### src/rtl/delay_sensor_sweep_ctrl.sv
// Delay-sensor sweep sequencer: steps through the taps, lets each one settle,
// counts high sensor samples over a fixed window, and reports per-tap results.
module delay_sensor_sweep_ctrl #(
   parameter int N_TAPS     = 4,
   parameter int TAP_W      = 2,
   parameter int SETTLE_CYC = 4,
   parameter int WIN_LOG2   = 8
) (
   input  logic                clk,
   input  logic                rst,
   input  logic                start,
   input  logic                continuous,
   input  logic                abort,
   input  logic                sense_in,
   output logic                sensor_en,
   output logic [TAP_W-1:0]    tap_sel,
   output logic                busy,
   output logic                res_valid,
   input  logic                res_ready,
   output logic [TAP_W-1:0]    res_tap,
   output logic [WIN_LOG2:0]   res_count,
   output logic                sweep_done
);

   localparam int CNT_W = WIN_LOG2 + 1;
   localparam int SET_W = $clog2(SETTLE_CYC + 1);
   localparam int CYC_W = (SET_W > CNT_W) ? SET_W : CNT_W;

   localparam logic [CYC_W-1:0] SET_LAST = CYC_W'(SETTLE_CYC - 1);
   localparam logic [CYC_W-1:0] WIN_LAST = CYC_W'((1 << WIN_LOG2) - 1);
   localparam logic [TAP_W-1:0] TAP_LAST = TAP_W'(N_TAPS - 1);

   typedef enum logic [1:0] {
      IDLE    = 2'd0,
      SETTLE  = 2'd1,
      MEASURE = 2'd2,
      REPORT  = 2'd3
   } state_t;

   state_t             state_q, state_d;
   logic [TAP_W-1:0]   tap_sel_q, tap_sel_d;
   logic [CYC_W-1:0]   cyc_q, cyc_d;
   logic [CNT_W-1:0]   count_q, count_d;
   logic               res_valid_q, res_valid_d;
   logic [TAP_W-1:0]   res_tap_q, res_tap_d;
   logic [CNT_W-1:0]   res_count_q, res_count_d;
   logic               sweep_done_q, sweep_done_d;
   logic               busy_q, busy_d;
   logic               sensor_en_q, sensor_en_d;
   logic               sync1_q, sync1_d;
   logic               sense_s_q, sense_s_d;

   // Next-state logic: synchronizer, sequencing FSM, window counter, result port
   always_comb begin
      state_d      = state_q;
      tap_sel_d    = tap_sel_q;
      cyc_d        = cyc_q;
      count_d      = count_q;
      res_valid_d  = res_valid_q;
      res_tap_d    = res_tap_q;
      res_count_d  = res_count_q;
      sweep_done_d = 1'b0;
      sync1_d      = sense_in;
      sense_s_d    = sync1_q;

      if (abort) begin
         state_d     = IDLE;
         tap_sel_d   = '0;
         cyc_d       = '0;
         res_valid_d = 1'b0;
      end else begin
         unique case (state_q)
            IDLE: begin
               if (start) begin
                  state_d   = SETTLE;
                  tap_sel_d = '0;
                  cyc_d     = '0;
               end
            end
            SETTLE: begin
               if (cyc_q == SET_LAST) begin
                  state_d = MEASURE;
                  cyc_d   = '0;
                  count_d = '0;
               end else begin
                  cyc_d = cyc_q + CYC_W'(1);
               end
            end
            MEASURE: begin
               count_d = count_q + CNT_W'(sense_s_q);
               if (cyc_q == WIN_LAST) begin
                  state_d = REPORT;
               end else begin
                  cyc_d = cyc_q + CYC_W'(1);
               end
            end
            REPORT: begin
               // First REPORT cycle latches the finished window into the port
               if (!res_valid_q) begin
                  res_valid_d = 1'b1;
                  res_tap_d   = tap_sel_q;
                  res_count_d = count_q;
               end else if (res_ready) begin
                  res_valid_d = 1'b0;
                  cyc_d       = '0;
                  if (tap_sel_q == TAP_LAST) begin
                     sweep_done_d = 1'b1;
                     tap_sel_d    = '0;
                     state_d      = continuous ? SETTLE : IDLE;
                  end else begin
                     tap_sel_d = tap_sel_q + TAP_W'(1);
                     state_d   = SETTLE;
                  end
               end
            end
            default: begin
               state_d = IDLE;
            end
         endcase
      end

      busy_d      = (state_d != IDLE);
      sensor_en_d = (state_d != IDLE);
   end

   // State and registered outputs, all cleared by asynchronous reset
   always_ff @(posedge clk or posedge rst) begin
      if (rst) begin
         state_q      <= IDLE;
         tap_sel_q    <= '0;
         cyc_q        <= '0;
         count_q      <= '0;
         res_valid_q  <= 1'b0;
         res_tap_q    <= '0;
         res_count_q  <= '0;
         sweep_done_q <= 1'b0;
         busy_q       <= 1'b0;
         sensor_en_q  <= 1'b0;
         sync1_q      <= 1'b0;
         sense_s_q    <= 1'b0;
      end else begin
         state_q      <= state_d;
         tap_sel_q    <= tap_sel_d;
         cyc_q        <= cyc_d;
         count_q      <= count_d;
         res_valid_q  <= res_valid_d;
         res_tap_q    <= res_tap_d;
         res_count_q  <= res_count_d;
         sweep_done_q <= sweep_done_d;
         busy_q       <= busy_d;
         sensor_en_q  <= sensor_en_d;
         sync1_q      <= sync1_d;
         sense_s_q    <= sense_s_d;
      end
   end

   assign sensor_en  = sensor_en_q;
   assign tap_sel    = tap_sel_q;
   assign busy       = busy_q;
   assign res_valid  = res_valid_q;
   assign res_tap    = res_tap_q;
   assign res_count  = res_count_q;
   assign sweep_done = sweep_done_q;

endmodule

### config.mk
export PLATFORM = sky130hd
export DESIGN_NAME = delay_sensor_sweep_ctrl
export DESIGN_NICKNAME = d
export VERILOG_FILES = /design/src/rtl/delay_sensor_sweep_ctrl.sv
export SDC_FILE = /design/constraint.sdc
export NUM_CORES = 1
export LEC_CHECK = 0
export ABC_AREA = 1
export ABC_CLOCK_PERIOD_IN_PS = 2300
export CAP_MARGIN = 10
export CORE_MARGIN = 1.5
export CORE_UTILIZATION = 45
export DETAILED_ROUTE_END_ITERATION = 10
export HOLD_SLACK_MARGIN = 0.08
export PLACE_DENSITY_LB_ADDON = 0.25
export SLEW_MARGIN = 20
export SYNTH_ARGS = -nofsm -noshare
export SYNTH_HDL_FRONTEND = slang
export SYNTH_SLANG_ARGS = --single-unit
### constraint.sdc
create_clock -name clk -period 2.3 [get_ports clk]
set_input_delay 0.46 -clock clk [delete_from_list [all_inputs] [get_ports clk]]
set_output_delay 0.46 -clock clk [all_outputs]
set_load 0.05 [all_outputs]
* After elaboration in Yosys (flattened, before gate mapping)
Index checks and enable logic that the tools add are counted. Widths: inputs -> output; s select.
Cells by class: bitwise gates (word level) 2, reductions and logical operators 9, equality and inequality tests 11, muxes and demuxes 33, add/subtract/negate cells 3
Operators by type and width (count):
- $mux 9 | 7
- $pmux 9 s4 | 1
- $mux 2 | 11
- $pmux 9 s2 | 1
- $ne 3x3->1 const B | 4
- $mux 1 | 11
- $add 9x1->9 | 1
- $add 9x1->9 const B | 1
- $eq 9x2->1 const B | 1
- $eq 9x8->1 const B | 1
- $pmux 2 s4 | 1
- $reduce_and 4->1 | 2
- $eq 2x2->1 const B | 3
- $reduce_and 3->1 | 2
- $reduce_bool 2->1 | 3
- $pmux 2 s2 | 1
- $reduce_bool 3->1 | 1
- $add 2x1->2 const B | 1
- $eq 2x1->1 const B | 1
- $logic_not 2->1 | 1
- $ne 2x2->1 const B | 1
- $not 1->1 | 2
Word-level totals: word-level logic and storage cells 69, flip-flop bits (word level) 38

* Logic depth before layout (Yosys ltp)
word-level depth 7, depth in mapped cells 14, mapped depth without buffers 14

* Worst setup path before layout
No wires, ideal clock.
kind flip-flop to flip-flop, start point register cyc_q[0], end point register cyc_q[6], cell stages (with the launch flop) 14, slack 598 ps, setup time 113 ps, clock period less this slack 1702 ps, data arrival time 1589 ps, path buffers 0, required time 2187 ps, cell sequence dfrtp_1 ha_1 inv_1 nor2_1 nand2_1 nor3_1 ha_1 nand3_2 nand3_4 inv_4 nand3_1 nand2_1 nand2_1 inv_1
On the way: cells in the longest elaborated chain, start to end 4, elaborated cells between the ends (all ways) 9, classes of those cells add/sub: 1; eq/ne: 3; mux: 4; reduce/logical: 1
RTL lines:
- start, declared | RTL line 42 | logic [CYC_W-1:0] cyc_q, cyc_d;
- start signal, assigned | RTL line 144 | cyc_q <= cyc_d;
- $add 9x1->9 / $eq 9x2->1 (equally long branches) | RTL line 86, 94, 81
- $mux 9 (on tied branches) | RTL line 91, 81
- $pmux 9 s4 | RTL line 72 | unique case (state_q)
- $mux 9 | RTL line 66 | if (abort) begin
Parallel ways exist; a longest one is shown, timed or not. The select of a mux whose other input is x is not followed. A chain may end at the register's enable or synchronous reset.

* Worst setup path in the final report
start point register res_valid_q, in the netlist res_valid, end point output res_valid
RTL lines:
- start, declared | RTL line 44 | logic res_valid_q, res_valid_d;
- start signal, assigned | RTL line 146 | res_valid_q <= res_valid_d;
- end, declared | RTL line 18 | output logic res_valid,
No word-level cell between the ends.

==> results by group <==
Floorplan
  • Die Y: 70.8 um
  • Die Area: 0.00501 sq mm
  • Initial Util: 0.472
  • Num rows: 24
  • DIE WIDTH: 70.8 um
  • Core area: 0.00438 sq mm
  • Top Ports: 24

Synthesis
  • Yosys cell types: 28
  • Post-synth top area cell: dfrtp_1
  • FFs w/ async S/R, synth: 1.00
  • Synth Instances: 246
  • Number of synthesized flops with an enable pin: 0
  • Average size of a mapped cell: 8.41 sq um
  • Largest cells by area after synthesis: dfrtp_1, nand2_1, inv_1, ha_1, nand3_1
  • Seq/Total Area, Yosys: 0.460
  • Most instantiated cells after synthesis: nand2_1, dfrtp_1, inv_1
  • Main synth FF type: dfrtp_1
  • Synth warn: 0
  • Syn Nets: 262
  • Synth Register Bits: 38
  • Top-count cell post-synth: nand2_1
  • Post-synth design cell area: 0.00207 sq mm
  • Post-synth top area share: 0.460

Worst hold path
  • Min-delay src: sense_s_d
  • Hold endpoint: sense_s_q
  • Hold depth: 0
  • Hold crit path type: register to register

Setup path
  • R2r endpoint: cyc_q[6]
  • Reg2reg start: cyc_q[0]
  • Worst setup path class: register to output port
  • Top delay family on crit path: buffers and inverters
  • Crit path DAT: 1.51 ns
  • Worst setup SP type: register
  • R2R depth: 13
  • Critical path origin: res_valid
  • Crit. End Element: output port
  • Register-to-register setup slack: 0.33 ns
  • Buf/Inv on CP: 1
  • Slowest stage delay, CP: 0.82 ns
  • Slowest-stage cell, CP: clkdlybuf4s50_1
  • CP max FO: 4
  • CP Data Required Time: 1.84 ns
  • Crit path cell chain: clkdlybuf4s50_1

Place
  • I/O Buffers: 23
  • Gpl congestion: 0.767
  • Final HPWL DP: 2540 um

Global routing
  • Overflow after GRT: 0
  • Initial antenna violation count: 0
  • First-pass GRT wire length: 6430 um
  • Total GRT Usage: 0.162
  • Largest net degree at the start of global routing: 39
  • Vias in the first global route: 1,496

Timing
  • Period utilization: 0.856
  • Clock Skew: 0.00782 ns
  • Final setup vio count: 0
  • Hold Vio Cnt, Final: 0
  • Slew Viols, Final: 0
  • Min Tclk post-route: 1.97 ns
  • Slew HR: 0.666
  • Fmax achieved: 0.508 GHz
  • TNS Setup: 0 ns
  • Slew @ Worst Pin: 0.501 ns
  • RSZ-0062 raised after global routing: no

Cells and area
  • Final core utilization: 0.566
  • Layout overhead on the synthesized area: 19.9%
  • Share of cells above drive strength 1: 0.139
  • Number of nets in the layout: 289
  • ANT cells: 0

Run status
  • Run status: finished, final reports clean

Route
  • DR vias/cell: 4.89
  • Initial DRC count: 106
  • DR WL/cell: 11.0 um
  • Routed Antenna Nets: 0
  • Router iterations before antenna repair: 4
  • WL final: 3590 um
  • # DRC: 0
  • Routed vias: 1,593

Clocking
  • Total clock buffers created by CTS: 5
  • Worst-path clk slew: 0.07 ns
  • Post-CTS setup buffer count: 0
  • CTS H-tree depth: 2
  • TritonCTS Sinks: 38
  • Root Buffer: clkbuf_8
  • Cts hold-fix bufs: 0
  • CTS tree: done
  • Post-CTS Resized: 0
  • Clk Latency, worst-skew pair: 0.30 ns
  • CTS max path bufs: 2

Power
  • Pwr dens: 909 mW/mm^2
  • Max VDD drop: 708 uV
  • Pleak: 0.00115 uW

Flow run
  • Max Cap Viol: 0
## layer usage
metal	part of all wire	track usage	vias up	routed length, um
met5	0	0	-	0
met4	0.022	0.0818	0	78
met3	0.029	0.0427	7	104
met2	0.44	0.254	21	1590
met1	0.51	0.207	723	1820
li1	-	-	842	-
## stage by stage
stage / hold WS [ns] / power (uW) / std cells / cell area (sq um) / setup WS [ns]
after floorplan: 0.331 / 1410 / 246 / 2070 / 0.598
after global placement: 0.335 / 1560 / 318 / 2340 / 0.324
after detailed placement: 0.336 / 1560 / 318 / 2340 / 0.282
after CTS: 0.352 / 2280 / 326 / 2480 / 0.309
after global routing: 0.373 / 2390 / 326 / 2480 / 0.112
final: 0.351 / 2250 / 326 / 2480 / 0.330
## cell type report
| class | count | area [sq um] |
|---|---|---|
| Fill cell | 421 | 1900 |
| Sequential cell | 38 | 951 |
| Multi-Input combinational cell | 167 | 936 |
| Timing Repair Buffer | 25 | 245 |
| Inverter | 36 | 140 |
| Clock buffer | 6 | 82.6 |
| Tap cell | 52 | 65.1 |
| Clock inverter | 2 | 60.1 |
## how the worst max path moves through the flow
stage                      endpoint  depth (start not counted)
after floorplan            cyc_q[6]                         13
after global placement     cyc_q[6]                         10
after detailed placement   cyc_q[6]                         10
after CTS                 res_valid                          1
after global routing       cyc_q[6]                         13
final                     res_valid                          1
## registers in the layout, summed over array words and instances (netlist names)
signal	flops
count_q	9
cyc_q	9
res_count	9
res_tap	2
res_valid	1
sense_s_d	1
sense_s_q	1
sensor_en	1
state_q	2
sweep_done	1
tap_sel	2
## power by group
part	internal (uW)	switching [uW]
registers	728	56.8
clock network	463	243
logic	234	530
## placed cells by master, fill, tap and decap left out, types with 3 or more instances in the layout
cell type and count:
a21oi_1 8, clkbuf_8 6, nor2_1 14, o21ai_1 11, inv_1 31, nand3_1 20, nor2_2 4, nand4_1 5
clkdlybuf4s50_1 23, inv_2 3, o21ai_0 8, ha_1 9, nand3_2 4, o21ai_2 5, mux2_1 3, nand2_2 4
dfrtp_1 38, nand2_1 59
## cell families (layout without fill, tap and decap cells)
logic type               Yosys count  count (layout)  share of synthesized area
AND/OR/NAND/NOR                  120             120                      0.285
XOR/XNOR                           1               1                    0.00424
adder cells (fa/ha/maj)            9               9                     0.0544
flip-flops                        38              38                      0.460
buffers and inverters             41              69                     0.0877
AO/OA/AOI/OAI                     34              34                     0.0926
multiplexers                       3               3                     0.0163
(Power assumes the default switching activity.)
